### config.mk
export PLATFORM = sky130hd
export DESIGN_NAME = mem_port_arbiter
export DESIGN_NICKNAME = d
export VERILOG_FILES = /design/src/rtl/mem_port_arbiter.sv
export SDC_FILE = /design/constraint.sdc
export NUM_CORES = 1
export LEC_CHECK = 0
export CORE_UTILIZATION = 50
export DETAILED_ROUTE_END_ITERATION = 6
export GPL_ROUTABILITY_DRIVEN = 0
export MAX_ROUTING_LAYER = met4
export PLACE_DENSITY = 0.82
export SYNTH_ARGS = -nofsm -noshare
export SYNTH_HDL_FRONTEND = slang
export SYNTH_SLANG_ARGS = --single-unit
### constraint.sdc
create_clock -name clk -period 15.8 [get_ports clk]
set_input_delay 3.95 -clock clk [delete_from_list [all_inputs] [get_ports clk]]
set_output_delay 3.95 -clock clk [all_outputs]
set_load 0.01 [all_outputs]
### src/rtl/mem_port_arbiter.sv
// mem_port_arbiter
//   Shares one single-ported unified RAM between instruction fetch (imem side)
//   and the memory stage (dmem side). Stores are captured into a one-entry
//   buffer and drained ahead of loads, which gives read-after-write ordering.
//   Data-side traffic has priority. Fetch is forced through after
//   STARVE_LIMIT consecutive data grants have passed it by.
//   Only one RAM transaction is outstanding at a time.
//
// Ports
//   clk, reset       rising-edge clock, asynchronous active-high reset
//   imem_*           fetch read request (held until imem_rd_ready) and response
//   mem_addr         dmem address for loads and stores
//   mem_rd_*         load request (held until mem_rd_ready) and response
//   mem_wr_*         one-cycle store pulse with data and size (00 B, 01 H, 10 W)
//   wb_full          store buffer occupied
//   wb_overflow      sticky: a store was dropped because the buffer was full
//   ram_*            RAM side: one-cycle write strobe, read held until ram_rd_valid
module mem_port_arbiter #(
    parameter int unsigned ADDR_W       = 32,
    parameter int unsigned DATA_W       = 32,
    parameter int unsigned STARVE_LIMIT = 4
) (
    input  logic              clk,
    input  logic              reset,
    input  logic [ADDR_W-1:0] imem_addr,
    input  logic              imem_rd_enable,
    output logic [DATA_W-1:0] imem_rd_data,
    output logic              imem_rd_ready,
    input  logic [ADDR_W-1:0] mem_addr,
    input  logic              mem_rd_enable,
    output logic [DATA_W-1:0] mem_rd_data,
    output logic              mem_rd_ready,
    input  logic              mem_wr_enable,
    input  logic [DATA_W-1:0] mem_wr_data,
    input  logic [1:0]        mem_wr_size,
    output logic              wb_full,
    output logic              wb_overflow,
    output logic [ADDR_W-1:0] ram_addr,
    output logic              ram_wr_enable,
    output logic [DATA_W-1:0] ram_wr_data,
    output logic [1:0]        ram_wr_size,
    output logic              ram_rd_enable,
    input  logic [DATA_W-1:0] ram_rd_data,
    input  logic              ram_rd_valid
);

    localparam int unsigned       CNT_W = $clog2(STARVE_LIMIT + 1);
    localparam logic [CNT_W-1:0]  LIMIT = CNT_W'(STARVE_LIMIT);

    typedef enum logic [1:0] {IDLE, WR, RD_D, RD_I} state_t;

    state_t            state, state_next;
    logic [CNT_W-1:0]  starve_cnt, starve_cnt_next;
    logic              flushed, flushed_next;
    logic [ADDR_W-1:0] wb_addr, wb_addr_next;
    logic [DATA_W-1:0] wb_data, wb_data_next;
    logic [1:0]        wb_size, wb_size_next;
    logic              wb_full_next, wb_overflow_next;

    logic [DATA_W-1:0] imem_rd_data_next, mem_rd_data_next, ram_wr_data_next;
    logic              imem_rd_ready_next, mem_rd_ready_next;
    logic [ADDR_W-1:0] ram_addr_next;
    logic              ram_wr_enable_next, ram_rd_enable_next;
    logic [1:0]        ram_wr_size_next;

    logic imem_req, mem_req, starved;
    logic grant_data, grant_imem, wb_drain;

    // A requester whose ready pulse is high is still holding the enable of the
    // read that just finished; treating that as a fresh request would repeat it.
    assign imem_req = imem_rd_enable && !imem_rd_ready;
    assign mem_req  = mem_rd_enable && !mem_rd_ready;
    assign starved  = (starve_cnt == LIMIT) && imem_req;

    always_comb begin
        state_next         = state;
        flushed_next       = flushed;
        starve_cnt_next    = starve_cnt;
        imem_rd_data_next  = imem_rd_data;
        mem_rd_data_next   = mem_rd_data;
        imem_rd_ready_next = 1'b0;
        mem_rd_ready_next  = 1'b0;
        ram_addr_next      = ram_addr;
        ram_wr_enable_next = 1'b0;
        ram_wr_data_next   = ram_wr_data;
        ram_wr_size_next   = ram_wr_size;
        ram_rd_enable_next = ram_rd_enable;
        wb_addr_next       = wb_addr;
        wb_data_next       = wb_data;
        wb_size_next       = wb_size;
        wb_full_next       = wb_full;
        wb_overflow_next   = wb_overflow;
        grant_data         = 1'b0;
        grant_imem         = 1'b0;
        wb_drain           = 1'b0;

        case (state)
            IDLE: begin
                if (starved) begin
                    grant_imem = 1'b1;
                end else if (wb_full) begin
                    grant_data         = 1'b1;
                    state_next         = WR;
                    ram_wr_enable_next = 1'b1;
                    ram_addr_next      = wb_addr;
                    ram_wr_data_next   = wb_data;
                    ram_wr_size_next   = wb_size;
                end else if (mem_req) begin
                    grant_data         = 1'b1;
                    state_next         = RD_D;
                    ram_rd_enable_next = 1'b1;
                    ram_addr_next      = mem_addr;
                    flushed_next       = 1'b0;
                end else if (imem_req) begin
                    grant_imem = 1'b1;
                end
                if (grant_imem) begin
                    state_next         = RD_I;
                    ram_rd_enable_next = 1'b1;
                    ram_addr_next      = imem_addr;
                    flushed_next       = 1'b0;
                end
            end
            WR: begin
                wb_drain   = 1'b1;
                state_next = IDLE;
            end
            RD_D: begin
                // Once the enable drops the read is abandoned, even if re-raised.
                if (!mem_rd_enable) flushed_next = 1'b1;
                if (ram_rd_valid) begin
                    ram_rd_enable_next = 1'b0;
                    state_next         = IDLE;
                    if (mem_rd_enable && !flushed) begin
                        mem_rd_data_next  = ram_rd_data;
                        mem_rd_ready_next = 1'b1;
                    end
                end
            end
            RD_I: begin
                if (!imem_rd_enable) flushed_next = 1'b1;
                if (ram_rd_valid) begin
                    ram_rd_enable_next = 1'b0;
                    state_next         = IDLE;
                    if (imem_rd_enable && !flushed) begin
                        imem_rd_data_next  = ram_rd_data;
                        imem_rd_ready_next = 1'b1;
                    end
                end
            end
            default: state_next = IDLE;
        endcase

        if (!imem_rd_enable) begin
            starve_cnt_next = '0;
        end else if (grant_imem) begin
            starve_cnt_next = '0;
        end else if (grant_data && (starve_cnt != LIMIT)) begin
            starve_cnt_next = starve_cnt + CNT_W'(1);
        end

        // A drain completing this cycle frees the slot for a same-cycle store.
        if (wb_drain) wb_full_next = 1'b0;
        if (mem_wr_enable) begin
            if (!wb_full || wb_drain) begin
                wb_full_next = 1'b1;
                wb_addr_next = mem_addr;
                wb_data_next = mem_wr_data;
                wb_size_next = mem_wr_size;
            end else begin
                wb_overflow_next = 1'b1;
            end
        end
    end

    always_ff @(posedge clk or posedge reset) begin
        if (reset) begin
            state         <= IDLE;
            flushed       <= 1'b0;
            starve_cnt    <= '0;
            imem_rd_data  <= '0;
            mem_rd_data   <= '0;
            imem_rd_ready <= 1'b0;
            mem_rd_ready  <= 1'b0;
            ram_addr      <= '0;
            ram_wr_enable <= 1'b0;
            ram_wr_data   <= '0;
            ram_wr_size   <= '0;
            ram_rd_enable <= 1'b0;
            wb_addr       <= '0;
            wb_data       <= '0;
            wb_size       <= '0;
            wb_full       <= 1'b0;
            wb_overflow   <= 1'b0;
        end else begin
            state         <= state_next;
            flushed       <= flushed_next;
            starve_cnt    <= starve_cnt_next;
            imem_rd_data  <= imem_rd_data_next;
            mem_rd_data   <= mem_rd_data_next;
            imem_rd_ready <= imem_rd_ready_next;
            mem_rd_ready  <= mem_rd_ready_next;
            ram_addr      <= ram_addr_next;
            ram_wr_enable <= ram_wr_enable_next;
            ram_wr_data   <= ram_wr_data_next;
            ram_wr_size   <= ram_wr_size_next;
            ram_rd_enable <= ram_rd_enable_next;
            wb_addr       <= wb_addr_next;
            wb_data       <= wb_data_next;
            wb_size       <= wb_size_next;
            wb_full       <= wb_full_next;
            wb_overflow   <= wb_overflow_next;
        end
    end

endmodule

==> qor.yml, run 1 <==
grt_antenna_before_repair: 0
route.detailed.drc: 0
crit_arrival_ns: 2.37
critical_path_class: "register to primary output"
power_w: 0.00256
syn_to_final_growth_pct: 41.9
cts_hold_buf: 0
grt_pass1_vias: 6802
cp.required_ns: 11.85
synthTopCellsByArea: "dfrtp_1 61%, mux2_2 16%, mux2_1 5.9%"
cp_max_fo: 41
drive_gt1_share_pct: 18.9
antenna_cells: 0
portBuffers: 271
routed_wl_um: 22500
cp-start-kind: "register"
ys_types: 32
rsz0062_at_grt: "no"
grt_use_total_pct: 26.8
firstDrtPassIters: 4
synth.yosys.warnings: 0
cts_resized: 0
cp.buffers_inverters: 1
netlist_instances: 621
maxCapViolations: 0
hp-start: "ram_addr[5]"
setup_ws_ns: 9.48
core_sq_um: 16700
seq_area_frac_synth_pct: 60.5
grt_start_max_net_pins: 130
syn-cell-area_sq_um: 8600
cpPeakStageDelay_ns: 1.13
yosysTopAreaCell: "dfrtp_1"
overflow: 0
p_leak_nw: 5.36
r2r_cells: 2
clock_path_buffers: 3
timing.hold.ws_ns: 0.477
period_share_pct: 40.0
clk_pin_slew_worst_paths_ns: 0.06
cts.sinks: 208
placed_cells: 1078
skew_ns: 0.0161
end_kind: "primary output"
status: "completed"
layout.nets: 1020
dp_slack_ns: 9.20
row_count: 47
endpoint: "wb_full"
cts_buffers: 22
cts_tree: "done"
grt_pass1_wl_um: 36000
tns_ns: 0
max_slew_margin_pct: 6.28
synth.top_cell.area_share_pct: 60.5
post_cts_buffers: 0
wl_per_cell_um: 20.1
worst_path_max_delay_cell: "dfrtp_2"
vdd_drop_max_mv: 0.128
r2r_setup_slack_ns: 12.80
p_per_area_nw_per_um2: 210
die-area_sq_um: 17700
fp.dieH_um: 133
setup_viol: 0
critPathLaunch: "wb_full"
rr_endpoint: "ram_wr_data[12]"
start_util_pct: 51.5
hold_class: "register to register"
cpLargestDelayFamily: "flip-flops"
avgSynthCellArea_sq_um: 13.9
cts_root_buf: "clkbuf_16"
clk_latency_ns: 0.50
htree_levels: 1
syn-num-nets: 759
ant_nets: 0
layout.cells.non_filler: 1115
critical_path_cell_count: 1
r2r-start: "wb_full"
die_w_um: 133
hold_viol: 0
vias_per_cell: 5.49
ys_ff_latch: 208
max_freq_mhz: 158
tightest_slew_ns: 1.41
final_max_slew_viol_count: 0
drtIter0Drc: 267
vias: 6117
cp_cell_sequence: "clkdlybuf4s50_1"
pin_count: 272
dp_hpwl_um: 15100
period_needed_ns: 6.32
## through the flow
step	cell area [sq um]	utilization (%)
2_1_floorplan	8600	-
3_3_place_gp	11400	68.5
3_5_place_dp	11400	68.5
4_1_cts	12200	73.1
5_1_grt	12200	73.1
6_report	12200	73.1
## how the worst min path moves through the flow
stage	endpoint	depth (start not counted)
2_1_floorplan	wb_data[13]	1
3_3_place_gp	ram_addr[14]	2
3_5_place_dp	wb_overflow	1
4_1_cts	wb_addr[10]	1
5_1_grt	ram_addr[5]	2
6_report	ram_addr[5]	2
## layout make-up
| type | instances | area [sq um] |
|---|---|---|
| clock buffer | 29 | 618 |
| clock inverter | 8 | 145 |
| fill | 1072 | 4500 |
| inverter | 8 | 37.5 |
| multi-input combinational | 364 | 3160 |
| sequential | 208 | 5210 |
| tap | 220 | 275 |
| timing repair buffer | 278 | 2770 |
## cell usage in the layout, fill, tap and decap left out, drive strengths merged, types with 3 or more instances in the layout
cell type        n
clkdlybuf4s50  271
dfrtp          208
mux2           165
nand2           71
o21ai           34
o32ai           33
mux2i           32
clkbuf          29
inv              8
buf              7
bufinv           4
o31ai            4
nor3             3
## kinds of logic (layout without fill, tap and decap cells)
family	count (synthesis)	after routing	synth area share, %
muxes	197	197	25.3
and+or+nand+nor	85	85	4.42
adders and majority gates	2	2	0.291
AOI/OAI and AO/OA	80	80	6.59
buffers and inverters	49	323	2.87
DFF	208	208	60.5
## synthesized netlist by cell type
cell      number
mux2i_1       32
o21ai_0       29
ha_1           2
nand2_1       71
mux2_1        45
clkbuf_1      13
o32ai_1       33
nand3_2        1
buf_2         17
and2_1         1
nor2_2         1
nand2b_1       1
nor3_4         2
mux2_2       120
o21bai_1       2
a21o_1         2
o21a_1         1
nor2_1         1
nand4_1        2
a21boi_0       2
dfrtp_1      208
o21ai_1        5
nand4b_1       1
a21oi_1        1
a31oi_1        1
o31ai_1        3
inv_1          8
buf_4         11
o31ai_4        1
nor2b_1        2
nand3_1        1
nor3_2         1
## where the power goes
part           switching (W)  internal [W]
combinational       0.000443      0.000609
sequential          0.000166      0.000798
clock               0.000204      0.000339
total               0.000812       0.00175
## state kept, by name, summed over array words and instances (netlist names)
register / count
wb_size: 2
wb_addr: 32
wb_data: 32
mem_rd_ready: 1
imem_rd_ready: 1
wb_overflow: 1
starve_cnt: 3
state: 2
mem_rd_data: 32
flushed: 1
ram_wr_data: 32
ram_wr_size: 2
ram_wr_enable: 1
ram_addr: 32
ram_rd_enable: 1
wb_full: 1
imem_rd_data: 32
## routing by layer
layer  part of all wire (%)  GRT usage, %  up-vias
li1                       -             -     2742
met1                     39          31.8     3048
met2                     50          44.7      272
met3                    7.9          6.43       55
met4                    3.4          9.60        0
met5                      0             -        -
Note: power is estimated with default switching activity, not from simulation.
==> run 2: changes to the inputs <==
--- a/config.mk
+++ b/config.mk
@@ -5,11 +5,11 @@
 export SDC_FILE = /design/constraint.sdc
 export NUM_CORES = 1
 export LEC_CHECK = 0
-export CORE_UTILIZATION = 50
+export CORE_UTILIZATION = 42
 export DETAILED_ROUTE_END_ITERATION = 6
 export GPL_ROUTABILITY_DRIVEN = 0
 export MAX_ROUTING_LAYER = met4
-export PLACE_DENSITY = 0.82
+export PLACE_DENSITY = 0.73
 export SYNTH_ARGS = -nofsm -noshare
 export SYNTH_HDL_FRONTEND = slang
 export SYNTH_SLANG_ARGS = --single-unit
==> constraint.sdc (replaced) <==
create_clock -name clk -period 5.45 [get_ports clk]
set_input_delay 1.3625 -clock clk [delete_from_list [all_inputs] [get_ports clk]]
set_output_delay 1.3625 -clock clk [all_outputs]
set_load 0.01 [all_outputs]
==> run 2 against run 1 <==
Compared with the run above:
- power rose to 2.8 times the previous value
- global-route usage down 6.0 points
- worst hold slack is essentially flat
- flip-flop and latch count unchanged
- utilization shrank 11 points
- largest power group unchanged
- via count shrank 2.9%
- die area rose by 19%
- clock-buffer cell count up 4
- clock skew up 0.0056 ns
- sequential power rose to 2.8 times the previous value
==> qor.yml, run 2 (synthesized netlist as in run 1, its figures left out) <==
worst_path_max_delay_cell: "nand3_2"  # was dfrtp_2
p_leak_nw: 5.38  # was 5.36 nW
cts_tree: "done"  # unchanged
layout.nets: 1024  # was 1020
grt_start_max_net_pins: 129  # was 130
vias: 5939  # was 6117
p_switching_w: 0.00229  # was 0.000812 W
tns_ns: 0  # unchanged
grt_use_total_pct: 20.8  # was 26.8%
drive_gt1_share_pct: 19.3  # was 18.9%
power.internal_w: 0.00498  # was 0.00175 W
htree_levels: 1  # unchanged
status: "completed"  # unchanged
dp_slack_ns: 1.43  # was 9.20 ns
overflow: 0  # unchanged
fp.dieH_um: 145  # was 133 um
rr_endpoint: "ram_wr_data[15]"  # was ram_wr_data[12]
ant_nets: 0  # unchanged
hold_class: "register to register"  # unchanged
cts_buffers: 23  # was 22
fin_util_pct: 62.1  # was 73.1%
grt_pass1_wl_um: 34000  # was 36000 um
cp.required_ns: 5.83  # was 11.85 ns
setup_viol: 0  # unchanged
final_common_cell: "clkdlybuf4s50_1"  # unchanged
cpPeakStageDelay_ns: 0.80  # was 1.13 ns
r2r-start: "starve_cnt[0]"  # was wb_full
cts_resized: 0  # unchanged
tightest_slew_ns: 0.997  # was 1.41 ns
final_cell_mix: "271 x clkdlybuf4s50_1, 207 x dfrtp_1, 120 x mux2_2"  # unchanged
die-area_sq_um: 21100  # was 17700 sq um
critPathLaunch: "imem_rd_enable"  # was wb_full
p_per_area_nw_per_um2: 592  # was 210 nW/um^2
sw_frac_of_total_pct: 31.5  # was 31.8%
holdPathStages: 1  # was 2
portBuffers: 271  # unchanged
core_sq_um: 19800  # was 16700 sq um
syn_to_final_growth_pct: 42.9  # was 41.9%
r2r_cells: 6  # was 2
max_freq_mhz: 288
hold-path-endpoint: "ram_rd_enable"  # was ram_addr[5]
grt_pass1_vias: 6201  # was 6802
vias_per_cell: 5.09  # was 5.49
critical_path_class: "input pin to register"  # was register to primary output
cp_max_fo: 35  # was 41
firstDrtPassIters: 5  # was 4
power_w: 0.00727  # was 0.00256 W
end_kind: "register"  # was primary output
period_share_pct: 63.7
final_max_slew_viol_count: 0  # unchanged
clock_path_buffers: 3  # unchanged
skew_ns: 0.0217  # was 0.0161 ns
r2r_setup_slack_ns: 2.80  # was 12.80 ns
hp-start: "ram_rd_enable"  # was ram_addr[5]
vdd_drop_max_mv: 0.362  # was 0.128 mV
dp_hpwl_um: 13700  # was 15100 um
cts_hold_buf: 0  # unchanged
row_count: 51  # was 47
dpl-instance-area_sq_um: 11500  # was 11400 sq um
cp-start-kind: "input pin"  # was register
p_clk_share_pct: 20.9  # was 21.2%
crit_arrival_ns: 3.85  # was 2.37 ns
drtIter0Drc: 258  # was 267
clk_latency_ns: 0.52  # was 0.50 ns
grt_antenna_before_repair: 1  # was 0
die_w_um: 145  # was 133 um
maxCapViolations: 0  # unchanged
final_area_sq_um: 12300  # was 12200 sq um
cp_cell_sequence: "clkdlybuf4s50_1 -> nand4b_1 -> buf_4 -> nand3_2 -> mux2_2"  # was clkdlybuf4s50_1
cts.sinks: 208  # unchanged
rsz0062_at_grt: "no"  # unchanged
hold_viol: 0  # unchanged
routed_wl_um: 21000  # was 22500 um
route.detailed.drc: 0  # unchanged
cts_root_buf: "clkbuf_16"  # unchanged
setup_ws_ns: 1.98  # was 9.48 ns
start_util_pct: 43.5  # was 51.5%
clk_pin_slew_worst_paths_ns: 0.06  # about the same
combPwrFrac_pct: 42.1  # was 41.1%
post_cts_buffers: 0  # unchanged
period_needed_ns: 3.47
pin_count: 272  # unchanged
p_seq_share_pct: 37.0  # was 37.7%
max_slew_margin_pct: 33.5  # was 6.28%
wl_per_cell_um: 18.0  # was 20.1 um
==> run 2: per-layer routing <==
layer	up-vias	share of wire (%)	track usage (%)
met3	36	7.5	5.69
met2	221	47	32.1
met1	2929	44	27.0
li1	2753	-	-
met4	0	2.2	5.32
met5	-	0	-
==> run 2: worst max path at each step <==
| stage | end | slack [ns] |
|---|---|---|
| finish | ram_wr_data[15] | 1.98 |
| global route | ram_wr_data[9] | 1.82 |
| CTS | ram_wr_data[15] | 1.98 |
| detailed placement | ram_wr_data[16] | 1.43 |
| global placement | ram_wr_data[5] | 1.47 |
| floorplan | flushed | 1.39 |
==> run 2: layout make-up <==
class | count | area [sq um]
fillers | 1578 | 7490
flip-flops and latches | 208 | 5210
multi-input cells | 364 | 3160
repair buffers | 281 | 2810
clock buffers | 33 | 673
well taps | 265 | 332
clock inverters | 6 | 70.1
inverters | 8 | 33.8
diodes | 1 | 2.50
==> run 2: power by group through the flow <==
stage / clock network (W) / registers [W] / logic [W]
finish: 0.00152 / 0.00269 / 0.00306
detailed placement: 0 / 0.00272 / 0.00309
global placement: 0 / 0.00268 / 0.00305
CTS: 0.00156 / 0.00270 / 0.00311
global route: 0.00161 / 0.00280 / 0.00331
floorplan: 0 / 0.00289 / 0.00148
==> run 2: per-stage QoR <==
stage / instances / hold slack, ns
6_report: 1166 / 0.477
5_1_grt: 1166 / 0.496
4_1_cts: 1165 / 0.483
3_5_place_dp: 1126 / 0.468
3_3_place_gp: 1126 / 0.460
2_1_floorplan: 621 / 0.454
==> run 2: worst max-delay path, delay by kind of cell <==
family / cells / cell delay [ns]
simple gates: 2 / 0.96
mux: 1 / 0.58
buf+inv: 2 / 0.91
